<file path="src/rtl/mul_ctrl_if.sv">
// HI/LO operation and multiplier handshake bundle for mul_ctrl.
// slave: the controller's view. master: the pipeline/multiplier environment's view.
interface mul_ctrl_if;
    logic        op_valid;
    logic [2:0]  op_code;
    logic [31:0] rs_val;
    logic [31:0] rt_val;
    logic        flush;
    logic        stall;
    logic [31:0] hi;
    logic [31:0] lo;
    logic        err;
    logic        mul_en;
    logic        mul_cancel;
    logic [32:0] mul_a;
    logic [32:0] mul_b;
    logic [65:0] mul_res;
    logic        mul_finish;

    modport slave (
        input  op_valid, op_code, rs_val, rt_val, flush, mul_res, mul_finish,
        output stall, hi, lo, err, mul_en, mul_cancel, mul_a, mul_b
    );

    modport master (
        output op_valid, op_code, rs_val, rt_val, flush, mul_res, mul_finish,
        input  stall, hi, lo, err, mul_en, mul_cancel, mul_a, mul_b
    );
endinterface

</file>
<file path="src/rtl/mul_ctrl.sv">
// HI/LO controller: sequences an external multi-cycle multiplier for
// MULT/MADD/MSUB (signed and unsigned), handles MTHI/MTLO directly,
// supports pipeline flush and a WAIT timeout.
module mul_ctrl #(
    parameter int MAX_WAIT = 15
) (
    input  logic        clk,
    input  logic        resetn,
    mul_ctrl_if.slave   bus
);
    localparam int CW = (MAX_WAIT < 1) ? 1 : $clog2(MAX_WAIT + 1);

    localparam logic [2:0] OP_MULT  = 3'd0;
    localparam logic [2:0] OP_MULTU = 3'd1;
    localparam logic [2:0] OP_MADD  = 3'd2;
    localparam logic [2:0] OP_MADDU = 3'd3;
    localparam logic [2:0] OP_MSUB  = 3'd4;
    localparam logic [2:0] OP_MSUBU = 3'd5;
    localparam logic [2:0] OP_MTHI  = 3'd6;

    typedef enum logic [1:0] {S_IDLE, S_ISSUE, S_WAIT} state_t;

    state_t        r_state;
    state_t        w_next;
    logic [31:0]   r_rs;
    logic [31:0]   r_rt;
    logic [2:0]    r_op;
    logic [31:0]   r_hi;
    logic [31:0]   r_lo;
    logic [CW-1:0] r_wait_cnt;

    logic          w_is_mul;
    logic          w_accept;
    logic          w_mt;
    logic          w_finish;
    logic          w_signed;
    logic          w_stall;
    logic          w_mul_en;
    logic          w_cancel;
    logic          w_err;
    logic [63:0]   w_prod;
    logic [63:0]   w_acc;
    logic [63:0]   w_new;
    logic          w_unused_res;

    assign w_is_mul = (bus.op_code < OP_MTHI);
    assign w_accept = (r_state == S_IDLE) & bus.op_valid & ~bus.flush & w_is_mul;
    assign w_mt     = (r_state == S_IDLE) & bus.op_valid & ~bus.flush & ~w_is_mul;
    // flush wins over a finish arriving in the same cycle
    assign w_finish = (r_state == S_WAIT) & bus.mul_finish & ~bus.flush;

    // even op codes among the multiply class are the signed variants
    assign w_signed = (r_op == OP_MULT) | (r_op == OP_MADD) | (r_op == OP_MSUB);

    assign w_prod       = bus.mul_res[63:0];
    assign w_acc        = {r_hi, r_lo};
    assign w_unused_res = ^bus.mul_res[65:64];

    // result selection for the finish edge; hi/lo cannot move while busy
    always_comb begin
        w_new = w_prod;
        case (r_op)
            OP_MADD, OP_MADDU: w_new = w_acc + w_prod;
            OP_MSUB, OP_MSUBU: w_new = w_acc - w_prod;
            default:           w_new = w_prod;
        endcase
    end

    // next-state and handshake outputs
    always_comb begin
        w_next   = r_state;
        w_stall  = 1'b0;
        w_mul_en = 1'b0;
        w_cancel = 1'b0;
        w_err    = 1'b0;
        case (r_state)
            S_IDLE: begin
                if (w_accept) begin
                    w_stall = 1'b1;
                    w_next  = S_ISSUE;
                end
            end
            S_ISSUE: begin
                w_stall = 1'b1;
                if (bus.flush) begin
                    w_cancel = 1'b1;
                    w_next   = S_IDLE;
                end else begin
                    w_mul_en = 1'b1;
                    w_next   = S_WAIT;
                end
            end
            S_WAIT: begin
                w_stall = 1'b1;
                if (bus.flush) begin
                    w_cancel = 1'b1;
                    w_next   = S_IDLE;
                end else if (bus.mul_finish) begin
                    w_next   = S_IDLE;
                end else if (r_wait_cnt == CW'(MAX_WAIT)) begin
                    w_err    = 1'b1;
                    w_cancel = 1'b1;
                    w_next   = S_IDLE;
                end
            end
            default: w_next = S_IDLE;
        endcase
    end

    // state register
    always_ff @(posedge clk or negedge resetn) begin
        if (!resetn) r_state <= S_IDLE;
        else         r_state <= w_next;
    end

    // operand/op latch on accept
    always_ff @(posedge clk or negedge resetn) begin
        if (!resetn) begin
            r_rs <= '0;
            r_rt <= '0;
            r_op <= '0;
        end else if (w_accept) begin
            r_rs <= bus.rs_val;
            r_rt <= bus.rt_val;
            r_op <= bus.op_code;
        end
    end

    // WAIT-cycle counter, zero on every entry to WAIT
    always_ff @(posedge clk or negedge resetn) begin
        if (!resetn)                r_wait_cnt <= '0;
        else if (r_state != S_WAIT) r_wait_cnt <= '0;
        else                        r_wait_cnt <= r_wait_cnt + 1'b1;
    end

    // architectural HI/LO: move-to writes and multiply results
    always_ff @(posedge clk or negedge resetn) begin
        if (!resetn) begin
            r_hi <= '0;
            r_lo <= '0;
        end else if (w_mt) begin
            if (bus.op_code == OP_MTHI) r_hi <= bus.rs_val;
            else                        r_lo <= bus.rs_val;
        end else if (w_finish) begin
            {r_hi, r_lo} <= w_new;
        end
    end

    // outputs are held quiet for the whole reset assertion, whatever the inputs do
    assign bus.stall      = w_stall  & resetn;
    assign bus.mul_en     = w_mul_en & resetn;
    assign bus.mul_cancel = w_cancel & resetn;
    assign bus.err        = w_err    & resetn;
    assign bus.mul_a      = w_signed ? {r_rs[31], r_rs} : {1'b0, r_rs};
    assign bus.mul_b      = w_signed ? {r_rt[31], r_rt} : {1'b0, r_rt};
    assign bus.hi         = r_hi;
    assign bus.lo         = r_lo;
endmodule

</file>
<file path="src/flat_wrapper.sv">
// flat-port wrapper written by rule: the top's interface ports become plain ports
module mul_ctrl_flat 
#(
    parameter int MAX_WAIT = 15
)
  (clk, resetn, bus_op_valid, bus_op_code, bus_rs_val, bus_rt_val, bus_flush, bus_mul_res, bus_mul_finish, bus_stall, bus_hi, bus_lo, bus_err, bus_mul_en, bus_mul_cancel, bus_mul_a, bus_mul_b);
  mul_ctrl_if bus_i ();
  input  logic clk;
  input  logic resetn;
  input wire logic [$bits(bus_i.op_valid)-1:0] bus_op_valid;
  input wire logic [$bits(bus_i.op_code)-1:0] bus_op_code;
  input wire logic [$bits(bus_i.rs_val)-1:0] bus_rs_val;
  input wire logic [$bits(bus_i.rt_val)-1:0] bus_rt_val;
  input wire logic [$bits(bus_i.flush)-1:0] bus_flush;
  input wire logic [$bits(bus_i.mul_res)-1:0] bus_mul_res;
  input wire logic [$bits(bus_i.mul_finish)-1:0] bus_mul_finish;
  output wire logic [$bits(bus_i.stall)-1:0] bus_stall;
  output wire logic [$bits(bus_i.hi)-1:0] bus_hi;
  output wire logic [$bits(bus_i.lo)-1:0] bus_lo;
  output wire logic [$bits(bus_i.err)-1:0] bus_err;
  output wire logic [$bits(bus_i.mul_en)-1:0] bus_mul_en;
  output wire logic [$bits(bus_i.mul_cancel)-1:0] bus_mul_cancel;
  output wire logic [$bits(bus_i.mul_a)-1:0] bus_mul_a;
  output wire logic [$bits(bus_i.mul_b)-1:0] bus_mul_b;
  assign bus_i.op_valid = bus_op_valid;
  assign bus_i.op_code = bus_op_code;
  assign bus_i.rs_val = bus_rs_val;
  assign bus_i.rt_val = bus_rt_val;
  assign bus_i.flush = bus_flush;
  assign bus_i.mul_res = bus_mul_res;
  assign bus_i.mul_finish = bus_mul_finish;
  assign bus_stall = bus_i.stall;
  assign bus_hi = bus_i.hi;
  assign bus_lo = bus_i.lo;
  assign bus_err = bus_i.err;
  assign bus_mul_en = bus_i.mul_en;
  assign bus_mul_cancel = bus_i.mul_cancel;
  assign bus_mul_a = bus_i.mul_a;
  assign bus_mul_b = bus_i.mul_b;
  mul_ctrl #(.MAX_WAIT(MAX_WAIT)) u_core (.clk(clk), .resetn(resetn), .bus(bus_i));
endmodule
</file>
<file path="config.mk">
export PLATFORM = sky130hd
export DESIGN_NAME = mul_ctrl_flat
export DESIGN_NICKNAME = d
export VERILOG_FILES = /design/src/rtl/mul_ctrl_if.sv /design/src/rtl/mul_ctrl.sv /design/src/flat_wrapper.sv
export SDC_FILE = /design/constraint.sdc
export NUM_CORES = 1
export LEC_CHECK = 0
export ABC_CLOCK_PERIOD_IN_PS = 5300
export CAP_MARGIN = 20
export CORE_AREA = 2 2 162 164
export DETAILED_ROUTE_END_ITERATION = 7
export DIE_AREA = 0 0 164 166
export PLACE_DENSITY = 0.75
export REMOVE_ABC_BUFFERS = 1
export SYNTH_ARGS = -nofsm -noshare
export SYNTH_HDL_FRONTEND = slang
export SYNTH_SLANG_ARGS = --single-unit
</file>
<file path="constraint.sdc">
create_clock -name clk -period 5.3 [get_ports clk]
set_input_delay 1.59 -clock clk [delete_from_list [all_inputs] [get_ports clk]]
set_output_delay 1.59 -clock clk [all_outputs]
set_load 0.01 [all_outputs]
</file>
==> impl_metrics.ini <==
[outcome]
outcome = finished with violations
violations = negative setup slack

[route]
drtPass1Iterations = 6
drtIter0Drc = 1301
via_count = 13918
wl_mm = 51.6
drc = 0
viasPerCell = 6.08
ant_nets = 0
post_drt_wl_per_cell_um = 22.5

[floorplanning]
die_area_um2 = 27200
start_util_pct = 44.3
rows = 59
dieHeight_um = 166
die_x_um = 164
core_area_um2 = 25600
io_pins = 272

[cts]
cts_hold_buf = 0
clk-insertion-delay-late_ps = 440
cts_tree = done
clk_pin_slew_ps = 70
clkSinkCount = 137
clockBufferDepth = 2
cts-root-buf = clkbuf_16
htree_levels = 4
cts_buffers = 17

[synthesis]
synthFlopType = dfrtp_1
synth-xor-area-share_pct = 9.40
synth_fa_ha_area_share_pct = 7.78
ys_ff_latch = 137
synthSimpleGateAreaFrac_pct = 17.5
synth_compound_area_share_pct = 24.7
avgSynthCellArea_um2 = 8.27
synth_top_family_by_area = compound AO/OA/AOI/OAI gates
synth_cells = 1372
muxShareOfSynthArea_pct = 6.99
synth.cell_area_um2 = 11400
synth_edf_count = 0
ys_seq_area_share_pct = 30.2
synth_cell_type_count = 61
yosys_warnings = 0
synthArstFlopShare_pct = 100

[cells_and_area]
diodes = 0
post-route-util_pct = 73.8
drive_gt1_share_pct = 34.7
nNetsFinal = 2151
syn_to_final_growth_pct = 66.6
fillCellCount = 1853

[place]
dp_slack_ps = -1590
port_buffers = 269
dp_hpwl_mm = 37.3
place.gp.congestion = 1.04

[setup_path]
required_ps = 5630
critPathSlowestCell = or4_4
cp_cell_sequence = buf_6 -> or4_4 -> or4_4 -> nor4_4 -> nand2_2 -> or2_4 -> o31ai_4 -> xor2_1 -> ha_1 -> nor2b_4 -> o21a_1 -> or4_4 -> a41oi_2 -> o21ai_2 -> a21oi_2 -> buf_4 -> o21ai_0 -> xnor2_1 -> a221oi_1
cp_slowest_stage_delay_ps = 540
reg2reg_setup_slack_ps = 870
start_kind = input port
crit_type = input port to flip-flop
cp_common_cell = or4_4
critPathCaptureType = flip-flop
arrival_ps = 6090
cp_max_fo = 3

[timing]
period_share_pct = 109
clock_skew_ps = 14.7
rsz0062_at_grt = yes
slew_headroom_pct = 23.2
finalHoldViolCount = 0
maxSlewViolCount = 0
tightest_slew_ps = 1140
period_needed_ps = 5760
timing.fmax_ghz = 0.174
setup_viol = 25
setup_ws_ps = -458

[global_routing]
antenna_found_initial = 4
overflow = 0
grt_pass1_wl_mm = 75.9
grt_pass1_vias = 13751
grt_max_degree = 68
grt_usage_pct = 36.0

[power_and_ir_drop]
ir_drop_mv = 0.370
power_density_nw_per_um2 = 855
p_leak_nw = 8.12

[run]
drv_cap = 0

[min_path]
hold_class = flip-flop to flip-flop
## what timing repair did
| item | 4_1_cts | 5_1_grt |
|---|---|---|
| endpoints found under the hold margin | 0 | 0 |
| buffers inserted | 28 | 29 |
| gates resized for setup | 181 | 158 |
| pin swaps | 66 | 113 |
| endpoints found under the setup margin | 41 | 47 |
## per-stage QoR
step           setup TNS (ps)  instance area (um2)  power [mW]  cells  hold WS, ps
6_report                -5680                18900        16.2   2291          480
5_1_grt                -10210                18900        17.1   2291          513
4_1_cts                 -5150                18000        14.6   2267          484
3_5_place_dp           -46050                16600        12.3   2208          476
3_3_place_gp           -43850                16600        12.1   2208          444
2_1_floorplan           -9440                11000        7.48   1291          430
## cell type report
type / instances / area (um2) / share of cell area, %
clock buffer: 17 / 425 / 2.25
multi-input combinational: 1132 / 8840 / 46.7
clock inverter: 15 / 201 / 1.07
timing repair buffer: 633 / 5520 / 29.2
inverter: 22 / 82.6 / 0.437
sequential: 137 / 3430 / 18.1
tap: 335 / 419 / 2.22
## path summary, 6_finish.rpt
path                                        end  cells after the start            startpoint
max                           u_core.bus.hi[27]                     19        bus_mul_res[8]
min                        u_core.r_wait_cnt[0]                      1  u_core.r_wait_cnt[0]
max reg2reg                   u_core.bus.hi[28]                     15        u_core.r_op[1]
min reg2reg                u_core.r_wait_cnt[0]                      1  u_core.r_wait_cnt[0]
max in group asynchronous      u_core.bus.hi[4]                      3                resetn
min in group asynchronous     u_core.r_state[0]                      1                resetn
## registers in the layout, indices dropped and copies added (netlist names)
signal and cells:
u_core.bus.hi 32, u_core.r_state 2, u_core.r_rs 32, u_core.r_wait_cnt 4, u_core.r_op 3, u_core.bus.lo 32, u_core.r_rt 32
## critical path: cells and delay by family
family,cells,cell delay (ps)
adder cells (fa/ha/maj),1,270
AND/OR/NAND/NOR,7,2380
buffers and inverters,2,240
AO/OA/AOI/OAI,7,1270
XOR/XNOR,2,330
## per-layer routing
layer / wire length [um] / up-vias / GRT usage [%] / part of all wire (%)
met5: 11 / - / 0 / 0.021
met1: 18700 / 6611 / 43.7 / 36
met4: 4150 / 2 / 23.5 / 8.0
met3: 5140 / 254 / 7.94 / 10
met2: 23600 / 871 / 57.3 / 46
li1: - / 6180 / - / -
## report_power, final
part / switching [mW] / internal (mW) / leakage [nW]
registers: 0.448 / 1.55 / 1.62
logic: 6.52 / 6.38 / 6.20
clock network: 0.627 / 0.646 / 0.302
total: 7.60 / 8.58 / 8.12
## synthesized netlist by cell type, types with 5 or more instances
master      n  share of area [%]
o31ai_1    17                1.1
nand2_1   140                4.6
a21oi_1   144                6.3
clkbuf_1   72                2.4
and3_1      7               0.39
dfrtp_1   137                 30
or4_1       5               0.33
or2_2       8               0.44
nor3_1     25                1.1
o211ai_1   24                1.6
and2_1     10               0.55
o41ai_1     6               0.46
o221ai_1    8               0.62
nor4_1     16               0.88
xor2_1     45                3.5
o21ai_0   103                4.5
o21a_1     14               0.93
o22ai_1    14               0.77
a21o_1     35                2.3
ha_1       69                7.6
buf_1       7               0.23
nor2_1    112                3.7
o32a_1      9               0.79
nand2b_1    9               0.50
nand3_1    24                1.1
a31oi_1    18               0.99
nor2b_1     9               0.50
mux2i_1     5               0.44
or3_1      19                1.0
mux2_2     66                6.5
o21bai_1   13               0.86
xnor2_1    75                5.8
nand4_1    21                1.2
inv_1      22               0.73
a211oi_1   14               0.93
a221oi_1   10               0.77
## cell usage in the layout (no fill, tap or decap), drive strengths merged, types with 17 or more instances in the layout
cell type      netlist  routed
xnor2               76      76
nor4                17      17
mux2                66      66
dfrtp              137     137
nand4               21      21
o211ai              24      24
clkdlybuf4s50        0     253
clkbuf              72      18
a31oi               18      18
nor3                25      25
or3                 19      19
inv                 22      27
xor2                45      45
nand2              141     141
o31ai               17      17
ha                  69      69
a21oi              145     145
nand3               24      24
nor2               113     113
o21ai              104     104
a21o                35      35
buf                  9     371
## cell families (layout without fill, tap and decap cells)
logic type | Yosys count | count (layout)
compound gates | 450 | 450
xor+xnor | 121 | 121
fa+ha+maj | 70 | 70
buf+inv | 103 | 687
flops | 137 | 137
mux | 71 | 71
simple gates | 420 | 420
No activity file was read; power rests on OpenSTA's default activity.
